--- config.mk ---
export PLATFORM = sky130hd
export DESIGN_NAME = cpu_module_mem_stage_flat
export DESIGN_NICKNAME = d
export VERILOG_FILES = /design/src/rtl/cpu_pkg.sv /design/src/rtl/cpu_module_mem_stage_if.sv /design/src/rtl/cpu_module_mem_wb_reg.sv /design/src/rtl/cpu_module_mem_stage.sv /design/src/flat_wrapper.sv
export SDC_FILE = /design/constraint.sdc
export NUM_CORES = 1
export LEC_CHECK = 0
export CAP_MARGIN = 20
export CELL_PAD_IN_SITES_DETAIL_PLACEMENT = 0
export CELL_PAD_IN_SITES_GLOBAL_PLACEMENT = 1
export CORE_MARGIN = 2
export CORE_UTILIZATION = 28
export DETAILED_ROUTE_END_ITERATION = 8
export GPL_TIMING_DRIVEN = 1
export PLACE_DENSITY = 0.8
export RECOVER_POWER = 100
export SYNTH_ARGS = -nofsm -noshare
export SYNTH_HDL_FRONTEND = slang
export SYNTH_SLANG_ARGS = --single-unit
export TNS_END_PERCENT = 100
--- constraint.sdc ---
create_clock -name clk -period 3.1 [get_ports clk]
set_input_delay 0.93 -clock clk [delete_from_list [all_inputs] [get_ports clk]]
set_output_delay 0.93 -clock clk [all_outputs]
set_load 0.01 [all_outputs]
--- src/rtl/cpu_pkg.sv ---
// Shared definitions for the MEM stage: FSM encoding, MEM/WB field widths and
// the default memory timeout.
package cpu_pkg;
  localparam int DATA_W          = 32;
  localparam int RADDR_W         = 5;
  localparam int DEFAULT_TIMEOUT = 255;

  typedef enum logic {IDLE = 1'b0, WAIT = 1'b1} mem_state_e;

  typedef struct packed {
    logic               MemtoReg;
    logic               RegWrite;
    logic [RADDR_W-1:0] RegWriteAddr;
    logic [DATA_W-1:0]  ALUResult;
  } wb_ctl_t;
endpackage

--- src/rtl/cpu_module_mem_stage_if.sv ---
// Data-memory req/ack port; the MEM stage is master, the memory is slave.
interface cpu_module_mem_stage_if;
  logic                      dmem_req;
  logic                      dmem_we;
  logic [cpu_pkg::DATA_W-1:0] dmem_addr;
  logic [cpu_pkg::DATA_W-1:0] dmem_wdata;
  logic [cpu_pkg::DATA_W-1:0] dmem_rdata;
  logic                      dmem_ack;

  modport master (output dmem_req, dmem_we, dmem_addr, dmem_wdata,
                  input  dmem_rdata, dmem_ack);
  modport slave  (input  dmem_req, dmem_we, dmem_addr, dmem_wdata,
                  output dmem_rdata, dmem_ack);
endinterface

--- src/rtl/cpu_module_mem_wb_reg.sv ---
// MEM/WB pipeline register. A bubble clears the writeback controls and holds
// the data fields; load data is only captured when ld_rdata_i is set.
module cpu_module_mem_wb_reg
  import cpu_pkg::*;
(
  input  logic              clk,
  input  logic              rst,
  input  logic              en_i,
  input  logic              bubble_i,
  input  logic              ld_rdata_i,
  input  wb_ctl_t           ctl_i,
  input  logic [DATA_W-1:0] rdata_i,
  output wb_ctl_t           ctl_o,
  output logic [DATA_W-1:0] rdata_o
);
  wb_ctl_t           ctl_q;
  logic [DATA_W-1:0] rdata_q;

  always_ff @(posedge clk or negedge rst) begin
    if (!rst) begin
      ctl_q   <= '0;
      rdata_q <= '0;
    end else if (bubble_i) begin
      ctl_q.MemtoReg <= 1'b0;
      ctl_q.RegWrite <= 1'b0;
    end else if (en_i) begin
      ctl_q <= ctl_i;
      if (ld_rdata_i) rdata_q <= rdata_i;
    end
  end

  assign ctl_o   = ctl_q;
  assign rdata_o = rdata_q;
endmodule

--- src/rtl/cpu_module_mem_stage.sv ---
// Pipeline MEM stage: drives the data-memory handshake, stalls upstream while
// an access is outstanding, and flags misaligned accesses and bus timeouts.
module cpu_module_mem_stage
  import cpu_pkg::*;
#(
  parameter logic [7:0] TIMEOUT_CYCLES = 8'(DEFAULT_TIMEOUT)
) (
  input  logic               clk,
  input  logic               rst,
  input  logic               MemtoReg_mem,
  input  logic               RegWrite_mem,
  input  logic               MemWrite_mem,
  input  logic               MemRead_mem,
  input  logic [DATA_W-1:0]  ALUResult_mem,
  input  logic [RADDR_W-1:0] RegWriteAddr_mem,
  input  logic [DATA_W-1:0]  MemWriteData_mem,
  cpu_module_mem_stage_if.master dmem,
  output logic               stall_mem,
  output logic               MemtoReg_wb,
  output logic               RegWrite_wb,
  output logic [RADDR_W-1:0] RegWriteAddr_wb,
  output logic [DATA_W-1:0]  ALUResult_wb,
  output logic [DATA_W-1:0]  MemReadData_wb,
  output logic               misalign_err,
  output logic               bus_err
);
  mem_state_e state_q, state_d;
  logic [7:0] cnt_q, cnt_d;
  logic       memop, aligned, timeout, req, req_g, ack, stall, squash;
  logic       misalign_d, misalign_q, bus_err_d, bus_err_q;
  wb_ctl_t    wb_d, wb_q;

  assign memop   = MemRead_mem | MemWrite_mem;
  assign aligned = (ALUResult_mem[1:0] == 2'b00);
  assign timeout = (state_q == WAIT) && (cnt_q == TIMEOUT_CYCLES - 8'd1);

  always_comb begin
    state_d = state_q;
    cnt_d   = cnt_q;
    req     = 1'b0;
    case (state_q)
      IDLE: if (memop && aligned) begin
        req = 1'b1;
        if (!dmem.dmem_ack) begin
          state_d = WAIT;
          cnt_d   = 8'd0;
        end
      end
      WAIT: begin
        req = 1'b1;
        if (dmem.dmem_ack || timeout) state_d = IDLE;
        else                          cnt_d   = cnt_q + 8'd1;
      end
    endcase
  end

  // Reset gates the request combinationally so a held reset drops it at once.
  assign req_g  = rst & req;
  assign ack    = req_g & dmem.dmem_ack;
  assign stall  = req_g & ~dmem.dmem_ack & ~timeout;
  assign misalign_d = (state_q == IDLE) & memop & ~aligned;
  assign bus_err_d  = timeout & ~dmem.dmem_ack;
  assign squash     = misalign_d | bus_err_d;

  assign dmem.dmem_req   = req_g;
  assign dmem.dmem_we    = req_g & MemWrite_mem;
  assign dmem.dmem_addr  = req_g ? ALUResult_mem    : '0;
  assign dmem.dmem_wdata = req_g ? MemWriteData_mem : '0;
  assign stall_mem       = stall;

  always_ff @(posedge clk or negedge rst) begin
    if (!rst) begin
      state_q    <= IDLE;
      cnt_q      <= '0;
      misalign_q <= 1'b0;
      bus_err_q  <= 1'b0;
    end else begin
      state_q    <= state_d;
      cnt_q      <= cnt_d;
      misalign_q <= misalign_d;
      bus_err_q  <= bus_err_d;
    end
  end

  assign wb_d.MemtoReg     = MemtoReg_mem;
  assign wb_d.RegWrite     = RegWrite_mem & ~squash;
  assign wb_d.RegWriteAddr = RegWriteAddr_mem;
  assign wb_d.ALUResult    = ALUResult_mem;

  cpu_module_mem_wb_reg u_wb (
    .clk        (clk),
    .rst        (rst),
    .en_i       (~stall),
    .bubble_i   (stall),
    .ld_rdata_i (ack & ~MemWrite_mem),
    .ctl_i      (wb_d),
    .rdata_i    (dmem.dmem_rdata),
    .ctl_o      (wb_q),
    .rdata_o    (MemReadData_wb)
  );

  assign MemtoReg_wb     = wb_q.MemtoReg;
  assign RegWrite_wb     = wb_q.RegWrite;
  assign RegWriteAddr_wb = wb_q.RegWriteAddr;
  assign ALUResult_wb    = wb_q.ALUResult;
  assign misalign_err    = misalign_q;
  assign bus_err         = bus_err_q;
endmodule

--- src/flat_wrapper.sv ---
// flat-port wrapper written by rule: the top's interface ports become plain ports
module cpu_module_mem_stage_flat import cpu_pkg::*;
#(
  parameter logic [7:0] TIMEOUT_CYCLES = 8'(DEFAULT_TIMEOUT)
)
  (clk, rst, MemtoReg_mem, RegWrite_mem, MemWrite_mem, MemRead_mem, ALUResult_mem, RegWriteAddr_mem, MemWriteData_mem, stall_mem, MemtoReg_wb, RegWrite_wb, RegWriteAddr_wb, ALUResult_wb, MemReadData_wb, misalign_err, bus_err, dmem_dmem_req, dmem_dmem_we, dmem_dmem_addr, dmem_dmem_wdata, dmem_dmem_rdata, dmem_dmem_ack);
  cpu_module_mem_stage_if dmem_i ();
  input  logic clk;
  input  logic rst;
  input  logic MemtoReg_mem;
  input  logic RegWrite_mem;
  input  logic MemWrite_mem;
  input  logic MemRead_mem;
  input  logic [DATA_W-1:0] ALUResult_mem;
  input  logic [RADDR_W-1:0] RegWriteAddr_mem;
  input  logic [DATA_W-1:0] MemWriteData_mem;
  output logic stall_mem;
  output logic MemtoReg_wb;
  output logic RegWrite_wb;
  output logic [RADDR_W-1:0] RegWriteAddr_wb;
  output logic [DATA_W-1:0] ALUResult_wb;
  output logic [DATA_W-1:0] MemReadData_wb;
  output logic misalign_err;
  output logic bus_err;
  output wire logic [$bits(dmem_i.dmem_req)-1:0] dmem_dmem_req;
  output wire logic [$bits(dmem_i.dmem_we)-1:0] dmem_dmem_we;
  output wire logic [$bits(dmem_i.dmem_addr)-1:0] dmem_dmem_addr;
  output wire logic [$bits(dmem_i.dmem_wdata)-1:0] dmem_dmem_wdata;
  input wire logic [$bits(dmem_i.dmem_rdata)-1:0] dmem_dmem_rdata;
  input wire logic [$bits(dmem_i.dmem_ack)-1:0] dmem_dmem_ack;
  assign dmem_dmem_req = dmem_i.dmem_req;
  assign dmem_dmem_we = dmem_i.dmem_we;
  assign dmem_dmem_addr = dmem_i.dmem_addr;
  assign dmem_dmem_wdata = dmem_i.dmem_wdata;
  assign dmem_i.dmem_rdata = dmem_dmem_rdata;
  assign dmem_i.dmem_ack = dmem_dmem_ack;
  cpu_module_mem_stage #(.TIMEOUT_CYCLES(TIMEOUT_CYCLES)) u_core (.clk(clk), .rst(rst), .MemtoReg_mem(MemtoReg_mem), .RegWrite_mem(RegWrite_mem), .MemWrite_mem(MemWrite_mem), .MemRead_mem(MemRead_mem), .ALUResult_mem(ALUResult_mem), .RegWriteAddr_mem(RegWriteAddr_mem), .MemWriteData_mem(MemWriteData_mem), .dmem(dmem_i), .stall_mem(stall_mem), .MemtoReg_wb(MemtoReg_wb), .RegWrite_wb(RegWrite_wb), .RegWriteAddr_wb(RegWriteAddr_wb), .ALUResult_wb(ALUResult_wb), .MemReadData_wb(MemReadData_wb), .misalign_err(misalign_err), .bus_err(bus_err));
endmodule
=== Word-level counts from Yosys, hierarchy flattened ===
Cells that the tools add are included.

* Flip-flop bits (word level): 82
* Word-level logic and storage cells: 52

* Add/sub/neg operators: 1
* Equality and inequality tests: 4
* Muxes and demuxes: 13
* Bitwise operators: 19
* Reductions and logical operators: 6

{| class="wikitable"
|+ Operators with widths
! cell !! number
|-
| two-way mux 32 bit || 2
|-
| two-way mux 8 bit || 3
|-
| one-hot mux 8 bit (2 select lines) || 1
|-
| bitwise AND 1 bit || 10
|-
| adder 8 x 1 -> 8 bit (second input constant) || 1
|-
| equality test 8 bit (second input constant) || 1
|-
| inverter 1 bit || 7
|-
| two-way mux 1 bit || 4
|-
| != test 2 bit (second input constant) || 2
|-
| one-hot mux 1 bit (2 select lines) || 2
|-
| AND reduction 3 bit || 1
|-
| logical AND 1 bit || 2
|-
| logical NOT 2 bit || 1
|-
| two-way mux 2 bit || 1
|-
| != test 2 x 1 -> 1 bit (second input constant) || 1
|-
| bitwise OR 1 bit || 2
|-
| AND reduction 2 bit || 1
|-
| logical OR 1 bit || 1
|}

=== Longest topological paths before layout ===
* Depth in word-level cells: 9
* Mapped depth: 8

=== Hierarchy ===
A second synthesis with hierarchy kept.

* Cell total of the unflattened synthesis: 285
* Area total of the unflattened synthesis: 3,902.5 um^2

{| class="wikitable"
|+ By module, submodules not included
! module !! instances !! cells each !! area each (um^2) !! seq. area each (um^2)
|-
| cpu_module_mem_wb_reg || 1 || 153 || 2,817.7 || 1,776.7
|-
| cpu_module_mem_stage || 1 || 132 || 1,084.8 || 275.3
|}

=== Worst setup path before layout ===
No wires, ideal clock.

* Path kind: input to output
* Start point: input MemWrite_mem
* End point: output dmem_dmem_addr[22]
* Arrival time: 1.946 ns
* Required time: 2.170 ns
* Setup slack: 0.224 ns
* Stages on the path: 6
* Path buffers: 2
* Cell sequence: or2_1 a21oi_4 nor2b_1 clkbuf_1 buf_2 and2_1

* Longest elaborated chain between the ends: 6

{| class="wikitable"
|+ RTL lines
! item !! line !! text
|-
| start, declared || flat_wrapper.sv:12 || <nowiki>input logic MemWrite_mem;</nowiki>
|-
| bitwise OR 1 bit || cpu_module_mem_stage.sv:33 || <nowiki>assign memop = MemRead_mem | MemWrite_mem;</nowiki>
|-
| logical AND 1 bit || cpu_module_mem_stage.sv:42 || <nowiki>IDLE: if (memop && aligned) begin</nowiki>
|-
| two-way mux 1 bit || cpu_module_mem_stage.sv:42 ||
|-
| one-hot mux 1 bit (2 select lines) || cpu_module_mem_stage.sv:41 || <nowiki>case (state_q)</nowiki>
|-
| bitwise AND 1 bit || cpu_module_mem_stage.sv:58 || <nowiki>assign req_g = rst & req;</nowiki>
|-
| named net dmem_dmem_req || flat_wrapper.sv:25 || <nowiki>output wire logic [$bits(dmem_i.dmem_req)-1:0] dmem_dmem_req;</nowiki>
|-
| two-way mux 32 bit || cpu_module_mem_stage.sv:67 || <nowiki>assign dmem.dmem_addr = req_g ? ALUResult_mem : '0;</nowiki>
|-
| end, declared || flat_wrapper.sv:27 || <nowiki>output wire logic [$bits(dmem_i.dmem_addr)-1:0] dmem_dmem_addr;</nowiki>
|}

The timed path passes the listed nets, and every way through them passes these cells.

=== Final worst setup path ===
* Start point: input MemRead_mem
* End point: output dmem_dmem_wdata[17]

* Longest elaborated chain between the ends: 6

{| class="wikitable"
|+ RTL lines
! item !! line !! text
|-
| start, declared || flat_wrapper.sv:13 || <nowiki>input logic MemRead_mem;</nowiki>
|-
| bitwise OR 1 bit || cpu_module_mem_stage.sv:33 ||
|-
| logical AND 1 bit || cpu_module_mem_stage.sv:42 ||
|-
| two-way mux 1 bit || cpu_module_mem_stage.sv:42 ||
|-
| one-hot mux 1 bit (2 select lines) || cpu_module_mem_stage.sv:41 ||
|-
| bitwise AND 1 bit || cpu_module_mem_stage.sv:58 ||
|-
| two-way mux 32 bit || cpu_module_mem_stage.sv:68 || <nowiki>assign dmem.dmem_wdata = req_g ? MemWriteData_mem : '0;</nowiki>
|-
| end, declared || flat_wrapper.sv:28 || <nowiki>output wire logic [$bits(dmem_i.dmem_wdata)-1:0] dmem_dmem_wdata;</nowiki>
|}

No other way between the ends.

==> results <==
[power by group through the flow]
stage               registers [mW]  logic [mW]  clock network (mW)
global placement              1.35        1.02                   0
detailed placement            1.36        1.03                   0
finish                        1.33       0.855                1.14
global route                  1.35       0.926                1.24
floorplan                     1.42       0.331                   0
CTS                           1.34        1.06                1.18
[final timing paths]
| path | startpoint | endpoint | slack [ns] | depth (start not counted) |
|---|---|---|---|---|
| hold reg to reg | u_core.u_wb.ctl_o[9] | u_core.u_wb.ctl_o[9] | 0.48 | 1 |
| max in group asynchronous | rst | u_core.u_wb.ctl_o[31] | 0.89 | 3 |
| setup reg to reg | u_core.cnt_q[0] | u_core.u_wb.ctl_o[10] | 0.56 | 7 |
| min in group asynchronous | rst | u_core.cnt_q[7] | 0.98 | 3 |
| setup / recovery | MemRead_mem | dmem_dmem_wdata[17] | 0.08 | 8 |
| hold / removal | u_core.u_wb.ctl_o[9] | u_core.u_wb.ctl_o[9] | 0.48 | 1 |
[per-layer routing]
layer | part of all wire (%) | vias up
li1 | - | 1485
met5 | 0 | -
met1 | 39 | 1530
met4 | 1.9 | 0
met2 | 50 | 181
met3 | 9.0 | 14
[cell families after synthesis]
| kind of cell | Yosys count | synth area share, % |
|---|---|---|
| flops | 82 | 51.5 |
| simple gates | 92 | 14.9 |
| compound gates | 14 | 2.70 |
| fa+ha+maj | 2 | 0.628 |
| mux | 70 | 26.1 |
| buf+inv | 19 | 4.02 |
| xor+xnor | 1 | 0.220 |
[cells in the mapped netlist, drive strengths merged (2+ instances only)]
| cell | number |
|---|---|
| inv | 3 |
| nor3 | 3 |
| nor2b | 4 |
| dfrtp | 82 |
| a21oi | 4 |
| nand2 | 2 |
| nand4 | 3 |
| a21o | 3 |
| nor2 | 4 |
| nor4b | 2 |
| and2 | 63 |
| o21ai | 2 |
| ha | 2 |
| buf | 10 |
| o2bb2ai | 2 |
| nand3 | 2 |
| mux2 | 69 |
| and3 | 2 |
| or2 | 2 |
| clkbuf | 6 |
| or3 | 2 |
[cells in the final DEF (no fill, tap or decap), drive strengths merged, types with 3 or more instances in the layout]
cell / instances
nor2b: 4
a21oi: 4
clkdlybuf4s50: 103
buf: 38
dfrtp: 82
mux2: 69
dlygate4sd3: 74
nor3: 3
nor2: 4
and2: 63
a21o: 3
clkbuf: 66
nand4: 3
inv: 3
[timing repair]
item	4_1_cts	5_1_grt
pin swaps	8	2
gates resized for setup	307	6
buffers inserted	4	0
gates cloned	7	0
hold endpoints to repair	0	0
endpoints found under the setup margin	67	64
hold buffers	0	0
[worst max-delay path, cell delays in order]
cell                      delay (ns)
sky130_fd_sc_hd__buf_6          0.09
sky130_fd_sc_hd__or2_4          0.24
sky130_fd_sc_hd__a21oi_4        0.16
sky130_fd_sc_hd__nor2b_4        0.08
sky130_fd_sc_hd__buf_12         0.14
sky130_fd_sc_hd__buf_2          0.16
sky130_fd_sc_hd__and2_4         0.17
sky130_fd_sc_hd__buf_6          0.11
[final cells by class]
type | count | area, um^2
inverters | 3 | 11.3
flip-flops and latches | 82 | 2050
fillers | 1302 | 7230
clock inverters | 4 | 75.1
well taps | 180 | 225
multi-input cells | 179 | 1580
repair buffers | 270 | 2460
clock buffers | 12 | 246
[flip-flops by register name (all words and copies together), names as in the netlist]
register / flops
u_core.bus_err: 1
u_core.misalign_err: 1
u_core.state_q: 1
u_core.u_wb.ctl_o: 39
u_core.u_wb.rdata_o: 32
u_core.cnt_q: 8
==> results list <==
- Global-route wire length before repair: roughly 18,000 um
- Cell leakage power: just under 3 nW
* Clock latency of the later-clocked register in the worst-skew pair: ~0.33 ns
- Netlist Area Pre-Place: 3990 um^2
* Aggregate global routing overflow: 0
- In this run the remaining antenna-violating nets after routing total 0.
- The run finished with clean final reports.
* Ports placed on the boundary: around 250
- Data arrives at the worst endpoint at 2.09 ns.
- Setup total negative slack on the finished layout was measured at 0 ns.
* HP Class: register to register
- Clock-pin slew was measured on the worst setup and hold paths at 0.06 ns.
- VDD sags by at most 296 uV.
* Maximum Capacitance Violations: 0
* Worst setup path category: input port to output port
* Max-slew violation count: 0
- After synthesis, the cell types taking the most area are sky130_fd_sc_hd__dfrtp_1, sky130_fd_sc_hd__mux2_4, sky130_fd_sc_hd__and2_1.
- Number of H-tree levels: 3
- The share of total power dissipated in the clock network is between 30% and 40%.
- Final critical-path required period: about 3.0 ns
- Total wirelength of the detailed-routed design: ~12,000 um
- Cell Int Power: between 2 and 2.5 mW
- Met1 track demand over resource: a little under a fifth
- Setup violations remaining at the end of the flow were counted as 0.
* Area delta synth->final: 67.0%
- Number of CTS-inserted buffers: 9
- Unrepaired setup endpoints after global routing: false
- The via count of the first global-routing pass came to 3,352.
- Post-layout nets: 655
- Number of remaining DRC errors: 0
- In this run the deepest clock path goes through 2 buffers.
- TritonCTS built the clock tree.
- The synthesized design contains 0 enable-type register cells.
- For this design the total switching power over the nets is about 0.84 mW.
- Sequential group share of total power: between 40% and 50%
- Number of inserted diodes: 0
- Part of the power in combinational logic: 25.7%
- CTS placed an instance of sky130_fd_sc_hd__clkbuf_16 at the clock tree root.
- Data on the critical path is required at its endpoint by between 2 and 2.5 ns.
- Yosys warning count: 0
- Largest net degree at the start of global routing: between 50 and 60
* Post-layout worst setup margin: about 0.076 ns
- Worst Setup Start Kind: input port
* Number of library cell types mapped by synthesis: 38
* GR Util met2: roughly 28%
- Most congested layer reported by global routing: met2
* Final weighted congestion of routability-driven global placement: 0.778
- Initial Utilization: around 29%
- Power comes to about 3.3 mW.
- The number of nets in the synthesized netlist is just under 400.
- For this run, the share of the core covered by cells in the final layout is a little under half.
* DR WL/cell: between 15 and 20 um
- Placed Area: roughly 6700 um^2
- Worst slew margin relative to its limit: roughly 8.6%
* Die footprint: between 15,000 and 20,000 um^2
* Worst setup slack before clock tree synthesis: -0.678 ns
- Part of the cycle the worst path needs: roughly 100%
- In the synthesized netlist the dominant register cell turns out to be sky130_fd_sc_hd__dfrtp_1.
- Once detailed placement completed, the half-perimeter wirelength came to approximately 9200 um.
- For this run, the total global-route usage over all layers was measured as between 15 and 20%.
- Global routing consumed, on the met3 layer, under 10% of the routing resources.
* Count of TritonRoute iterations in the first routing pass: 4
* Count of placed standard cells including taps: slightly above 700
- Layout cells sized above 1: 17.3%
* Slew at the pin with the worst max-slew slack: 1.37 ns
* Die width: ~120 um
- The final-report hold violation count came to 0.
* Min Hold Slack: 0.482 ns
- Via count normalized by instance count: 4.40
- Final std cell area, no fill: between 6000 and 7000 um^2
- Synthesis handed over a netlist of 280 instances.
- Asr flop ratio synth: 100%
- Die boundary height: 123 um
* Worst setup skew after layout: roughly 0.008 ns
- In this run the worst path has a maximum fanout of 5.
- Number of DRC markers in iteration 0: ~130
- Switching Share: roughly 25%
- For this run, the top clock speed supported by timing is about 330 MHz.
* Synth area leader: sky130_fd_sc_hd__dfrtp_1
* Element type at the critical path end: output port
* Number of standard-cell rows in the floorplan: 43
- The finished layout holds 730 standard cells, fillers aside.
- Of the post-synthesis cell area, the dominant cell type holds between 50% and 60%.
- In this run the power density over the cells is ~500 nW/um^2.
- Number of buffers added on ports: around 250
* Mean post-synth cell area: 14.2 um^2
- The synthesized design contains 82 register bits.
- In this run the standard cell core region covers approximately 14,000 um^2.
- Total clock sinks: 82
* Antenna violations before repair: 0
- The final route contains between 3,000 and 4,000 vias.
- Sequential elements use between 50 and 60% of the synthesized area.
Power figures use the tool's default switching activity.
